## src/rtl/connect8_pkg.sv

```systemverilog
// Shared tray-controller types, sizes and slot helpers.
// Used by tray_controller and, when TRAY_ROTATE_EN is defined, mask_rotate4.
package connect8_pkg;

    localparam int unsigned SLOT_CNT = 3;
    localparam int unsigned MASK_W   = 16;

    typedef enum logic [2:0] {
        REFILL,
        LOAD,
        SETTLE,
        SELECT,
        PLACE,
        OVER
    } tray_state_e;

    function automatic logic [SLOT_CNT-1:0] slot_onehot(input logic [1:0] slot);
        logic [SLOT_CNT-1:0] oh;
        case (slot)
            2'd0:    oh = 3'b001;
            2'd1:    oh = 3'b010;
            2'd2:    oh = 3'b100;
            default: oh = 3'b000;
        endcase
        return oh;
    endfunction

    // Next unused slot after 'slot', wrapping 2 -> 0; stays put if none other is free.
    function automatic logic [1:0] next_unused(input logic [1:0] slot,
                                               input logic [SLOT_CNT-1:0] used);
        logic [1:0] cand;
        logic [1:0] pick;
        logic       found;
        cand  = slot;
        pick  = slot;
        found = 1'b0;
        for (int unsigned k = 0; k < SLOT_CNT - 1; k++) begin
            cand = (cand == 2'd2) ? 2'd0 : cand + 2'd1;
            if (!found && !used[cand]) begin
                pick  = cand;
                found = 1'b1;
            end
        end
        return pick;
    endfunction

    function automatic logic [1:0] lowest_unused(input logic [SLOT_CNT-1:0] used);
        logic [1:0] pick;
        if (!used[0])      pick = 2'd0;
        else if (!used[1]) pick = 2'd1;
        else               pick = 2'd2;
        return pick;
    endfunction

endpackage

```

## src/rtl/mask_rotate4.sv

```systemverilog
// 90-degree clockwise rotation of a 4x4 row-major mask (MSB = top-left).
// Only compiled in when TRAY_ROTATE_EN is defined.
`ifdef TRAY_ROTATE_EN
module mask_rotate4
    import connect8_pkg::*;
(
    input  logic [MASK_W-1:0] mask_i,
    output logic [MASK_W-1:0] mask_o
);

    // new[r][c] = old[3-c][r], with cell (r,c) stored at bit 15-(4r+c)
    for (genvar r = 0; r < 4; r++) begin : g_row
        for (genvar c = 0; c < 4; c++) begin : g_col
            assign mask_o[15-(4*r+c)] = mask_i[15-(4*(3-c)+r)];
        end
    end

endmodule
`endif

```

## src/rtl/tray_controller.sv

```systemverilog
// Three-slot piece tray: refill from generator, player selection, placement handshake.
// Optional feature: define TRAY_ROTATE_EN to enable btn_rotate (via mask_rotate4).
module tray_controller
    import connect8_pkg::*;
#(
    parameter int unsigned FIT_SETTLE = 2
) (
    input  logic                clk,
    input  logic                reset_n,
    input  logic [63:0]         block1,
    input  logic [63:0]         block2,
    input  logic [63:0]         block3,
    output logic                generate_new,
    input  logic                btn_next,
    input  logic                btn_rotate,
    input  logic                btn_place,
    input  logic [SLOT_CNT-1:0] fits,
    output logic                place_valid,
    input  logic                place_ready,
    output logic [MASK_W-1:0]   place_shape,
    output logic [1:0]          place_slot,
    output logic [1:0]          sel_slot,
    output logic [SLOT_CNT-1:0] slot_used,
    output logic [MASK_W-1:0]   tray0,
    output logic [MASK_W-1:0]   tray1,
    output logic [MASK_W-1:0]   tray2,
    output logic                game_over
);

    localparam int unsigned SETTLE_LAST = (FIT_SETTLE == 0) ? 0 : FIT_SETTLE - 1;
    localparam int unsigned CNT_W       = (SETTLE_LAST > 1) ? $clog2(SETTLE_LAST + 1) : 1;

    tray_state_e         state_q, state_d;
    logic                gen_q, gen_d;
    logic                pv_q, pv_d;
    logic [MASK_W-1:0]   shape_q, shape_d;
    logic [1:0]          pslot_q, pslot_d;
    logic [1:0]          sel_q, sel_d;
    logic [SLOT_CNT-1:0] used_q, used_d;
    logic [MASK_W-1:0]   tray_q [SLOT_CNT];
    logic [MASK_W-1:0]   tray_d [SLOT_CNT];
    logic [CNT_W-1:0]    cnt_q, cnt_d;
    logic                over_q, over_d;

    logic [MASK_W-1:0]   cur_shape;
    logic                fits_sel;
    logic [143:0]        unused_blk_hi;

    assign unused_blk_hi = {block1[63:16], block2[63:16], block3[63:16]};

    always_comb begin
        case (sel_q)
            2'd1:    cur_shape = tray_q[1];
            2'd2:    cur_shape = tray_q[2];
            default: cur_shape = tray_q[0];
        endcase
    end

    assign fits_sel = |(fits & slot_onehot(sel_q));

`ifdef TRAY_ROTATE_EN
    logic [MASK_W-1:0] rot_shape;

    mask_rotate4 u_rot (
        .mask_i (cur_shape),
        .mask_o (rot_shape)
    );
`else
    logic unused_rotate;
    assign unused_rotate = btn_rotate;
`endif

    always_comb begin
        state_d = state_q;
        gen_d   = 1'b0;
        pv_d    = pv_q;
        shape_d = shape_q;
        pslot_d = pslot_q;
        sel_d   = sel_q;
        used_d  = used_q;
        tray_d  = tray_q;
        cnt_d   = cnt_q;
        over_d  = over_q;

        case (state_q)
            // Entered with gen_q=0 after reset (pulse next cycle) or gen_q=1 from PLACE.
            REFILL: begin
                if (gen_q) state_d = LOAD;
                else       gen_d   = 1'b1;
            end
            LOAD: begin
                tray_d[0] = block1[MASK_W-1:0];
                tray_d[1] = block2[MASK_W-1:0];
                tray_d[2] = block3[MASK_W-1:0];
                used_d    = '0;
                sel_d     = '0;
                cnt_d     = '0;
                state_d   = SETTLE;
            end
            SETTLE: begin
                if (cnt_q == CNT_W'(SETTLE_LAST)) begin
                    if ((fits & ~used_q) == '0) begin
                        state_d = OVER;
                        over_d  = 1'b1;
                    end else begin
                        state_d = SELECT;
                    end
                end else begin
                    cnt_d = cnt_q + CNT_W'(1);
                end
            end
            SELECT: begin
                if (btn_place) begin
                    if (fits_sel) begin
                        state_d = PLACE;
                        pv_d    = 1'b1;
                        shape_d = cur_shape;
                        pslot_d = sel_q;
                    end
                end
`ifdef TRAY_ROTATE_EN
                else if (btn_rotate) begin
                    case (sel_q)
                        2'd1:    tray_d[1] = rot_shape;
                        2'd2:    tray_d[2] = rot_shape;
                        default: tray_d[0] = rot_shape;
                    endcase
                    cnt_d   = '0;
                    state_d = SETTLE;
                end
`endif
                else if (btn_next) begin
                    sel_d = next_unused(sel_q, used_q);
                end
            end
            PLACE: begin
                if (place_ready) begin
                    used_d = used_q | slot_onehot(sel_q);
                    pv_d   = 1'b0;
                    if (&used_d) begin
                        state_d = REFILL;
                        gen_d   = 1'b1;
                    end else begin
                        sel_d   = lowest_unused(used_d);
                        cnt_d   = '0;
                        state_d = SETTLE;
                    end
                end
            end
            OVER: ;
            default: state_d = REFILL;
        endcase
    end

    always_ff @(posedge clk or negedge reset_n) begin
        if (!reset_n) begin
            state_q <= REFILL;
            gen_q   <= 1'b0;
            pv_q    <= 1'b0;
            shape_q <= '0;
            pslot_q <= '0;
            sel_q   <= '0;
            used_q  <= '0;
            tray_q  <= '{default: '0};
            cnt_q   <= '0;
            over_q  <= 1'b0;
        end else begin
            state_q <= state_d;
            gen_q   <= gen_d;
            pv_q    <= pv_d;
            shape_q <= shape_d;
            pslot_q <= pslot_d;
            sel_q   <= sel_d;
            used_q  <= used_d;
            tray_q  <= tray_d;
            cnt_q   <= cnt_d;
            over_q  <= over_d;
        end
    end

    assign generate_new = gen_q;
    assign place_valid  = pv_q;
    assign place_shape  = shape_q;
    assign place_slot   = pslot_q;
    assign sel_slot     = sel_q;
    assign slot_used    = used_q;
    assign tray0        = tray_q[0];
    assign tray1        = tray_q[1];
    assign tray2        = tray_q[2];
    assign game_over    = over_q;

endmodule

```

## config.mk

```make
export PLATFORM = sky130hd
export DESIGN_NAME = tray_controller
export DESIGN_NICKNAME = d
export VERILOG_FILES = /design/src/rtl/connect8_pkg.sv /design/src/rtl/mask_rotate4.sv /design/src/rtl/tray_controller.sv
export SDC_FILE = /design/constraint.sdc
export NUM_CORES = 1
export LEC_CHECK = 0
export ABC_CLOCK_PERIOD_IN_PS = 2700
export BUFFER_PORTS_ARGS = -buffer_cell sky130_fd_sc_hd__clkbuf_2
export CAP_MARGIN = 40
export CORE_AREA = 2 2 106 108
export DETAILED_ROUTE_END_ITERATION = 16
export DIE_AREA = 0 0 108 110
export PLACE_DENSITY = 0.69
export SLEW_MARGIN = 0
export SYNTH_ARGS = -nofsm -noshare
export SYNTH_HDL_FRONTEND = slang
export SYNTH_SLANG_ARGS = --single-unit
```

## constraint.sdc

```tcl
create_clock -name clk -period 2.7 [get_ports clk]
set_input_delay 0.27 -clock clk [delete_from_list [all_inputs] [get_ports clk]]
set_output_delay 0.27 -clock clk [all_outputs]
set_load 0.01 [all_outputs]
```

==> results of run 1 <==
[sequential cells by signal, indices dropped and copies added (netlist names)]
signal	cells
cnt_q	1
game_over	1
generate_new	1
place_shape	16
place_slot	2
place_valid	1
sel_slot	2
slot_used	3
state_q	3
tray0	16
tray1	16
tray2	16
[worst max path at each step]
| stage | startpoint | end | slack (ps) | cells after the start |
|---|---|---|---|---|
| after floorplan | sel_slot[0] | sel_slot[1] | 670 | 7 |
| after global placement | sel_slot[1] | sel_slot[1] | 490 | 6 |
| after detailed placement | sel_slot[1] | sel_slot[1] | 470 | 6 |
| after CTS | sel_slot[1] | sel_slot[1] | 440 | 6 |
| after global routing | sel_slot[1] | sel_slot[1] | 250 | 6 |
| final | sel_slot[1] | sel_slot[1] | 430 | 6 |
[area by class of cell]
type	instances	area, um2
clock buffers	11	141.4
clock inverters	5	82.58
fillers	1090	6112
repair buffers	137	748.2
inverters	9	33.78
multi-input cells	295	1453
well taps	140	175.2
flip-flops and latches	78	1952
[layer usage]
metal  global-route usage [%]  share of wire [%]  vias up  wire, um
met5                        0                  0        -         0
met3                    4.174                7.4       10       762
li1                         -                  -     1597         -
met4                    6.044                1.2        0       125
met1                    26.49                 50     1495      5115
met2                    23.76                 42      135      4282
[metrics by stage]
step | area, um2 | utilization, % | total power [mW] | cells
after global placement | 4332 | 40.49 | 4.605 | 657
after CTS | 4586 | 42.87 | 5.704 | 675
final | 4586 | 42.87 | 5.643 | 675
after global routing | 4586 | 42.87 | 6.126 | 675
after detailed placement | 4352 | 40.68 | 4.703 | 658
after floorplan | 3545 | - | 3.623 | 408
[repair_timing]
action	4_1_cts	5_1_grt
resized for setup	0	0
hold buffers	1	0
hold endpoints to repair	37	0
[cells by family after synthesis]
family                   after synthesis  share of synthesized area (%)
AO/OA/AOI/OAI                         86                          15.39
multiplexers                           5                          1.483
buffers and inverters                 35                          4.165
adder cells (fa/ha/maj)                4                          1.412
AND/OR/NAND/NOR                      200                          22.49
flip-flops                            78                          55.07
[report_power, final]
part	internal [mW]	switching [mW]	leakage [nW]
combinational	0.972	1.49	1.32
sequential	1.71	0.475	0.981
clock	0.548	0.442	0.113
total	3.23	2.41	2.41
[critical path: stages (launching register included)]
cell       delay (ps)
dfrtp_1           410
inv_1             130
ha_1              450
nand2b_1          170
o2111ai_1         120
a222oi_1          500
mux2_1            370
[placed cells by master (no fill, tap or decap), drive strengths merged, types with 2 or more instances in the layout]
| cell type | count |
|---|---|
| nand2 | 182 |
| clkbuf | 139 |
| dfrtp | 78 |
| o21ai | 43 |
| a22oi | 16 |
| inv | 9 |
| nor2 | 8 |
| buf | 8 |
| a21oi | 7 |
| ha | 4 |
| nand2b | 3 |
| a222oi | 3 |
| mux2i | 3 |
| o22ai | 3 |
| clkinv | 3 |
| a221oi | 2 |
| o211ai | 2 |
| bufinv | 2 |
| mux2 | 2 |
==> Implementation_results.wiki, run 1 <==
{| class="wikitable"
! Metric !! Value
|-
| Core Region || 10700 um2
|-
| Length in cells of the worst reg-to-reg path || 6
|-
| Setup violators final || 0
|-
| Count leader, synth || nand2_1
|-
| Fin Clk Skew || 6.864 ps
|-
| Routed Antenna Nets || 0
|-
| Total number of clock tree sinks || 78
|-
| Largest cells by area after synthesis || dfrtp_1 (55%), nand2_1 (19%), o21ai_0 (5.8%), a22oi_1 (3.4%), clkbuf_1 (1.9%)
|-
| Setup repair after global routing missed its margin || no
|-
| Worst Hold End || tray0[12]
|-
| Maximum net fanout on the critical path || 12
|-
| N_diodes || 0
|-
| Routed wirelength normalized by instance count || 15.24 um
|-
| Cell area after synthesis || 3545 um2
|-
| HPWL after detailed placement || 7.553 mm
|-
| CP Class || register to register
|-
| Number of global-route vias before repair || 2903
|-
| Top-Level Pins || 275
|-
| Timing-limited maximum frequency || 0.4405 GHz
|-
| Largest area contributor in the netlist || dfrtp_1
|-
| Number of flops mapped to enable cells by yosys || 0
|-
| Portion of the clock cycle consumed by the worst path in the final layout || 84.07%
|-
| List of most frequent post-synthesis cells || nand2_1 (181), dfrtp_1 (78), o21ai_0 (41), clkbuf_1 (18), a22oi_1 (16)
|-
| Data arrival time of the critical path || 2510 ps
|-
| Post-synth top area share || 55.07%
|-
| Die X || 108 um
|-
| Worst hold margin || 102.1 ps
|-
| Endpoint class of the critical path || register
|-
| Worst r2r dst || sel_slot[1]
|-
| Via count || 3237
|-
| First-pass GRT wire length || 15.70 mm
|-
| Hold Crit Class || primary input to register
|-
| Headroom to the max-slew limit || 66.10%
|-
| Number of distinct library cell variants in the gate-level netlist after synthesis || 39
|-
| Total die area || 11880 um2
|-
| Die H || 110 um
|-
| Worst Hold Depth || 3
|-
| Cells after Synth || 408
|-
| Total Wirelength || 10.29 mm
|-
| Clock tree root driver cell || clkbuf_8
|-
| Number of buffers inserted by port buffering || 129
|-
| First DRT Iteration DRCs || 204
|-
| Pre-CTS worst setup slack || 470.3 ps
|-
| Ratio of cells with drive above 1 in the final layout || 29.72%
|-
| Leakage power || 2.411 nW
|-
| Initial core utilization || 33.13%
|-
| Launching point of the worst reg2reg path || sel_slot[1]
|-
| Post-synthesis to final-layout area growth || 29.37%
|-
| Sequential cell area fraction in the yosys report || 55.07%
|-
| Setup Buffers After CTS || 0
|-
| CTS tree || done
|-
| Worst setup slack for register-to-register paths || 430 ps
|-
| Largest net degree at the start of global routing || 42
|-
| Total routing resource utilization after global routing || 17.37%
|-
| Result of the run || complete, no violations
|-
| Fin crit period || 2270 ps
|-
| Final Hold Vio Count || 0
|-
| Yosys synthesis warning count || 0
|-
| Pwr Density || 1231 nW/um2
|-
| Worst Max-Slew Pin Slew || 508.5 ps
|-
| Clock transition at the registers of the reported paths || 90 ps
|-
| Worst-skew pair later-pin latency || 350 ps
|-
| Number of antenna violations at the first check in global routing || 0
|-
| Total gr overflow || 0
|-
| Required time at the endpoint of the critical path || 2940 ps
|-
| Drc violations || 0
|-
| Share of flip-flops with an asynchronous set or reset || 100.0%
|-
| Syn Nets || 613
|-
| RD Place Congestion || 0.8663
|-
| Max cap viols || 0
|-
| Minimum setup slack in the final design || 430.1 ps
|-
| Vias per Instance || 4.796
|-
| Launching element type of the critical path || register
|-
| Max rail drop VDD || 449.0 uV
|-
| CTS buffer count || 9
|-
| Hold Startpoint || block1[12]
|-
| Flip-flop and latch count after synthesis || 78
|-
| Commonest register cell after synthesis || dfrtp_1
|-
| Post-Route Setup TNS || 0 ps
|-
| Final number of max-transition violations || 0
|-
| Drt pass-1 iters || 5
|-
| Std-Cell Rows || 38
|-
| Bufs on Longest Clock Path || 2
|-
| Total number of nets in the final design || 735
|-
| Synthesized area per cell || 8.688 um2
|-
| CTS H-Tree Depth || 3
|}
No activity file was read; power rests on OpenSTA's default activity.
==> run 2, diff against run 1 <==
ABC_CLOCK_PERIOD_IN_PS = 2200   (was 2700)
clock period = 2.2 ns   (was 2.7 ns; I/O delays follow)
==> run 2 against run 1 <==
  * Global-route usage shrank 0.15 points
  * Clock skew grew 4.7 ps
  * Final cell count grew 1.6%
  * Register-to-register slack lost 340 ps
  * Clock power grew 36%
  * Non-clock buffer count grew 11
  * Combinational power grew 30%
  * First-iteration DRC count grew 90%
  * Sequential power grew 21%
==> Implementation_results.wiki, run 2 (synthesized netlist as in run 1, its figures left out) <==
{| class="wikitable"
! Metric !! Value
|-
| Result of the run || complete, no violations
|-
| Cell with the largest stage delay on the worst path || dfrtp_1
|-
| Fin Clk Skew || 11.59 ps
|-
| Portion of the clock cycle consumed by the worst path in the final layout || 95.91%
|-
| Number of buffers inserted by port buffering || 129
|-
| CP Class || register to register
|-
| First-pass GRT wire length || 15.65 mm
|-
| Total number of nets in the final design || 746
|-
| Die X || 108 um
|-
| RD Place Congestion || 0.8738
|-
| Largest net degree at the start of global routing || 42
|-
| Pwr Density || 1532 nW/um2
|-
| Delay contributed by the slowest stage of the critical path || 390 ps
|-
| Commonest cells after routing, fill and taps aside || nand2_1 (181), clkbuf_2 (128), dfrtp_1 (78)
|-
| Die H || 110 um
|-
| HPWL after detailed placement || 7.601 mm
|-
| Vias per Instance || 4.776
|-
| Core Region || 10700 um2
|-
| Final design instance area without fill || 4707 um2
|-
| Number of antenna violations at the first check in global routing || 0
|-
| Worst-skew pair later-pin latency || 340 ps
|-
| Hold Crit Class || primary input to register
|-
| Total die area || 11880 um2
|-
| Setup violators final || 0
|-
| Ratio of cells with drive above 1 in the final layout || 31.50%
|-
| Drc violations || 0
|-
| N_diodes || 0
|-
| Total gr overflow || 0
|-
| Worst hold margin || 55.08 ps
|-
| Max rail drop VDD || 547.4 uV
|-
| Std-Cell Rows || 38
|-
| Routed wirelength normalized by instance count || 15.06 um
|-
| Worst Hold Depth || 3
|-
| Worst Hold End || tray0[9]
|-
| CTS tree || done
|-
| Via count || 3276
|-
| Placed inst area || 4412 um2
|-
| Worst setup slack for register-to-register paths || 90 ps
|-
| Data arrival time of the critical path || 2340 ps
|-
| Total routing resource utilization after global routing || 17.23%
|-
| Launching point of the worst reg2reg path || sel_slot[1]
|-
| Total number of clock tree sinks || 78
|-
| Leakage power || 2.475 nW
|-
| Cells along the critical path || inv_1 -> ha_1 -> mux2i_1 -> o2111ai_1 -> a222oi_1 -> buf_4 -> mux2_1
|-
| Top-Level Pins || 275
|-
| Endpoint class of the critical path || register
|-
| Bufs on Longest Clock Path || 2
|-
| Max cap viols || 0
|-
| Minimum setup slack in the final design || 89.91 ps
|-
| Most common cell after layout, fill and taps aside || nand2_1
|-
| Clock transition at the registers of the reported paths || 90 ps
|-
| Dominant delay contributor by cell family on the critical path || multiplexers
|-
| Initial core utilization || 33.13%
|-
| CTS H-Tree Depth || 3
|-
| Required time at the endpoint of the critical path || 2420 ps
|-
| Worst r2r dst || sel_slot[1]
|-
| Clock tree root driver cell || clkbuf_8
|-
| CTS buffer count || 9
|-
| Timing-limited maximum frequency || 0.4739 GHz
|-
| Total Wirelength || 10.33 mm
|-
| Pre-CTS worst setup slack || 32.71 ps
|-
| Length in cells of the worst reg-to-reg path || 7
|-
| Buffers and inverters on the worst path || 2
|-
| Drt pass-1 iters || 5
|-
| Hold Startpoint || block1[9]
|-
| Post-synthesis to final-layout area growth || 32.79%
|-
| Final number of max-transition violations || 0
|-
| Fin cells || 686
|-
| Total placed cells including tap cells || 666
|-
| Launching element type of the critical path || register
|-
| Number of global-route vias before repair || 2973
|-
| Worst Max-Slew Pin Slew || 521.3 ps
|-
| Maximum net fanout on the critical path || 6
|-
| Final Hold Vio Count || 0
|-
| Headroom to the max-slew limit || 65.25%
|-
| Fin crit period || 2110 ps
|-
| First DRT Iteration DRCs || 388
|-
| Routed Antenna Nets || 0
|}
==> run 2: cell count changes in the layout (fill, tap and decap cells not counted), sizes merged <==
cell      before  now
clkinv         3    0
buf            8   19
clkinvlp       0    2
bufinv         2    3
==> run 2: routing by layer <==
metal	share of wire, %	track usage (%)
met5	0	0
met4	1.1	5.586
met3	7.4	3.880
met2	41	22.96
met1	51	27.12
==> run 2: tightest hold or removal path, cell delays in order <==
cell,delay [ps]
clkbuf_2,70
nand2_1,40
nand2_1,40
==> run 2: per-stage QoR <==
stage	power, mW	setup TNS, ps	util [%]
after floorplan	4.447	0	-
after global placement	5.755	0	41.24
after detailed placement	5.862	0	41.24
after CTS	7.242	0	43.73
after global routing	7.816	-631.9	44.00
final	7.213	0	44.00
==> run 2: layout make-up <==
class / count / area, um2
multi-input combinational: 295 / 1455
fill: 1093 / 5991
inverter: 9 / 33.78
timing repair buffer: 148 / 834.6
tap: 140 / 175.2
sequential: 78 / 1952
clock buffer: 11 / 151.4
clock inverter: 5 / 105.1
==> run 2: timing repair <==
item	4_1_cts	5_1_grt
hold buffers	1	0
setup endpoints to repair	0	23
endpoints found under the hold margin	37	0
buffers inserted	0	3
gates resized for setup	0	2
==> run 2: worst max path at each step <==
stage	start	end	slack (ps)	cells after the start
2_1_floorplan	sel_slot[0]	sel_slot[1]	170	7
3_3_place_gp	sel_slot[0]	state_q[0]	80	7
3_5_place_dp	sel_slot[0]	place_shape[8]	30	7
4_1_cts	sel_slot[0]	place_shape[10]	10	7
5_1_grt	sel_slot[1]	place_shape[10]	-60	8
6_report	sel_slot[1]	sel_slot[1]	90	7
==> run 2: where the power goes <==
part	leakage [nW]	internal (mW)	switching, mW
Sequential	0.981	2.10	0.563
Combinational	1.37	1.31	1.89
Clock	0.122	0.816	0.534
==> run 3, diff against run 2 <==
ABC_CLOCK_PERIOD_IN_PS = default   (was 2200)
RECOVER_POWER = 50   (was default)
==> run 3 against run 2 <==
  * Critical path depth unchanged
  * Largest cell class unchanged
  * First-iteration DRC count increased by 3.9%
  * Count of clock-buffer cells in the layout unchanged
  * Register-to-register slack about the same
  * Global-route usage unchanged
  * Design area decreased by 1.3%
  * Combinational power decreased by 3%
  * Clock power about the same
  * Worst hold slack improved by 0.52 ps
  * Via count increased by 0.40%
  * Worst setup slack got worse by 6.6 ps
  * Maximum frequency decreased by 0.31%
==> Implementation_results.wiki, run 3 (synthesized netlist as in run 1, its figures left out) <==
{| class="wikitable"
! Metric !! Value
|-
| Result of the run || complete, no violations
|-
| Int Pwr || 4.141 mW
|-
| Data arrival time of the critical path || 2340 ps
|-
| Fin crit period || 2117 ps
|-
| GR Layer Usage met3 || 3.880%
|-
| Maximum net fanout on the critical path || 6
|-
| Final number of max-transition violations || 0
|-
| Number of buffers inserted by port buffering || 129
|-
| Total number of clock tree sinks || 78
|-
| Delay contributed by the slowest stage of the critical path || 390 ps
|-
| CTS H-Tree Depth || 3
|-
| Required time at the endpoint of the critical path || 2430 ps
|-
| Core Region || 10700 um2
|-
| Max cap viols || 0
|-
| Hold Crit Class || primary input to register
|-
| Switching Share || 41.92%
|-
| Total routing resource utilization after global routing || 17.23%
|-
| Die X || 108 um
|-
| Initial core utilization || 33.13%
|-
| Endpoint class of the critical path || register
|-
| Portion of the clock cycle consumed by the worst path in the final layout || 96.21%
|-
| Launching point of the worst reg2reg path || sel_slot[1]
|-
| Total gr overflow || 0
|-
| First DRT Iteration DRCs || 403
|-
| Grt met1 use || 27.12%
|-
| Cells along the critical path || inv_1 -> ha_1 -> mux2i_1 -> o2111ai_1 -> a222oi_1 -> buf_4 -> mux2_1
|-
| Die H || 110 um
|-
| Core Util, Final || 43.43%
|-
| Vias per Instance || 4.794
|-
| Launching element type of the critical path || register
|-
| Clock tree root driver cell || clkbuf_8
|-
| Fin Clk Skew || 12.51 ps
|-
| RD Place Congestion || 0.8738
|-
| Placed inst area || 4412 um2
|-
| Drt pass-1 iters || 5
|-
| Ratio of cells with drive above 1 in the final layout || 24.73%
|-
| Bufs on Longest Clock Path || 2
|-
| Final Hold Vio Count || 0
|-
| Headroom to the max-slew limit || 35.82%
|-
| Sequential fraction of design power || 37.4%
|-
| Routed Antenna Nets || 0
|-
| Share of total power in combinational logic || 43.7%
|-
| Buffers and inverters on the worst path || 2
|-
| Worst-skew pair later-pin latency || 340 ps
|-
| Pwr Density || 1535 nW/um2
|-
| Number of global-route vias before repair || 2973
|-
| Worst Setup SP || sel_slot[1]
|-
| Final design instance area without fill || 4646 um2
|-
| Cell with the largest stage delay on the worst path || dfrtp_1
|-
| First-pass GRT wire length || 15.65 mm
|-
| Leakage power || 2.353 nW
|-
| Total net switching power || 2.989 mW
|-
| Number of fillers in the final layout || 1113
|-
| Post-Route Setup TNS || 0 ps
|-
| CTS tree || done
|-
| Most common cell after layout, fill and taps aside || nand2_1
|-
| GR Util met2 || 22.96%
|-
| Total die area || 11880 um2
|-
| Post-synthesis to final-layout area growth || 31.06%
|-
| Number of antenna violations at the first check in global routing || 0
|-
| Clock share of power || 18.9%
|-
| Max rail drop VDD || 536.6 uV
|-
| CTS buffer count || 9
|-
| Total Wirelength || 10.39 mm
|-
| HPWL after detailed placement || 7.601 mm
|-
| N_diodes || 0
|-
| GRT Max-Usage Layer || met1
|-
| Final total power || 7.130 mW
|-
| Total number of nets in the final design || 746
|-
| Worst Max-Slew Pin Slew || 962.7 ps
|-
| Timing-limited maximum frequency || 0.4724 GHz
|-
| Commonest cells after routing, fill and taps aside || nand2_1 (181), clkbuf_2 (92), dfrtp_1 (78)
|-
| Worst hold margin || 55.59 ps
|-
| Largest net degree at the start of global routing || 42
|-
| Via count || 3289
|-
| Worst setup slack for register-to-register paths || 80 ps
|-
| Setup violators final || 0
|-
| CP Class || register to register
|-
| Clock transition at the registers of the reported paths || 90 ps
|-
| Hold Startpoint || block1[9]
|-
| Top-Level Pins || 275
|-
| Routed wirelength normalized by instance count || 15.15 um
|-
| Drc violations || 0
|-
| Dominant delay contributor by cell family on the critical path || multiplexers
|-
| Std-Cell Rows || 38
|}
[run 3: changes by cell type in the layout (fill, tap and decap cells not counted), sizes merged]
cell / delta
buf: -2
clkbuf: +2
[run 3: repair_timing]
item,CTS,global route
setup buffers,0,3
hold endpoints to repair,37,0
hold buffers,1,0
gates resized for setup,0,2
setup endpoints to repair,0,23
[run 3: worst reg2reg max path, stage by stage, from the launching register on]
cell	delay [ps]
dfrtp_1	390
inv_1	120
ha_1	330
mux2i_1	230
o2111ai_1	110
a222oi_1	340
buf_4	180
mux2_1	320
[run 3: area by class of cell]
cell class | instances | area [um2] | share of cell area (%)
multi-input cells | 295 | 1455 | 31.32
repair buffers | 148 | 773.2 | 16.64
inverters | 9 | 33.78 | 0.7272
flip-flops and latches | 78 | 1952 | 42.01
clock inverters | 5 | 105.1 | 2.262
well taps | 140 | 175.2 | 3.771
clock buffers | 11 | 151.4 | 3.259
[run 3: power groups by stage]
| stage | Clock (mW) | Combinational, mW | Sequential (mW) |
|---|---|---|---|
| after CTS | 1.39 | 3.19 | 2.66 |
| final | 1.35 | 3.11 | 2.67 |
| after floorplan | 0 | 1.60 | 2.84 |
| after detailed placement | 0 | 3.17 | 2.69 |
| after global routing | 1.45 | 3.53 | 2.75 |
| after global placement | 0 | 3.11 | 2.65 |
[run 3: worst paths after layout]
kind                                       end  cells after the start
worst min register to register  place_shape[1]                      2
worst max-delay path               sel_slot[1]                      7
worst min-delay path                  tray0[9]                      3
min in group asynchronous            tray0[11]                      2
worst max register to register     sel_slot[1]                      7
max in group asynchronous       place_shape[0]                      3
[run 3: routing by layer]
| metal | vias up | part of all wire, % |
|---|---|---|
| met4 | 0 | 1.4 |
| met2 | 138 | 41 |
| met1 | 1521 | 50 |
| li1 | 1618 | - |
| met5 | - | 0 |
| met3 | 12 | 8.3 |
[run 3: stage by stage]
| step | std cells | setup slack, ps |
|---|---|---|
| 6_report | 686 | 83.28 |
| 4_1_cts | 683 | 12.10 |
| 5_1_grt | 686 | -60.66 |
| 3_3_place_gp | 666 | 75.23 |
| 2_1_floorplan | 408 | 166.4 |
| 3_5_place_dp | 666 | 32.71 |
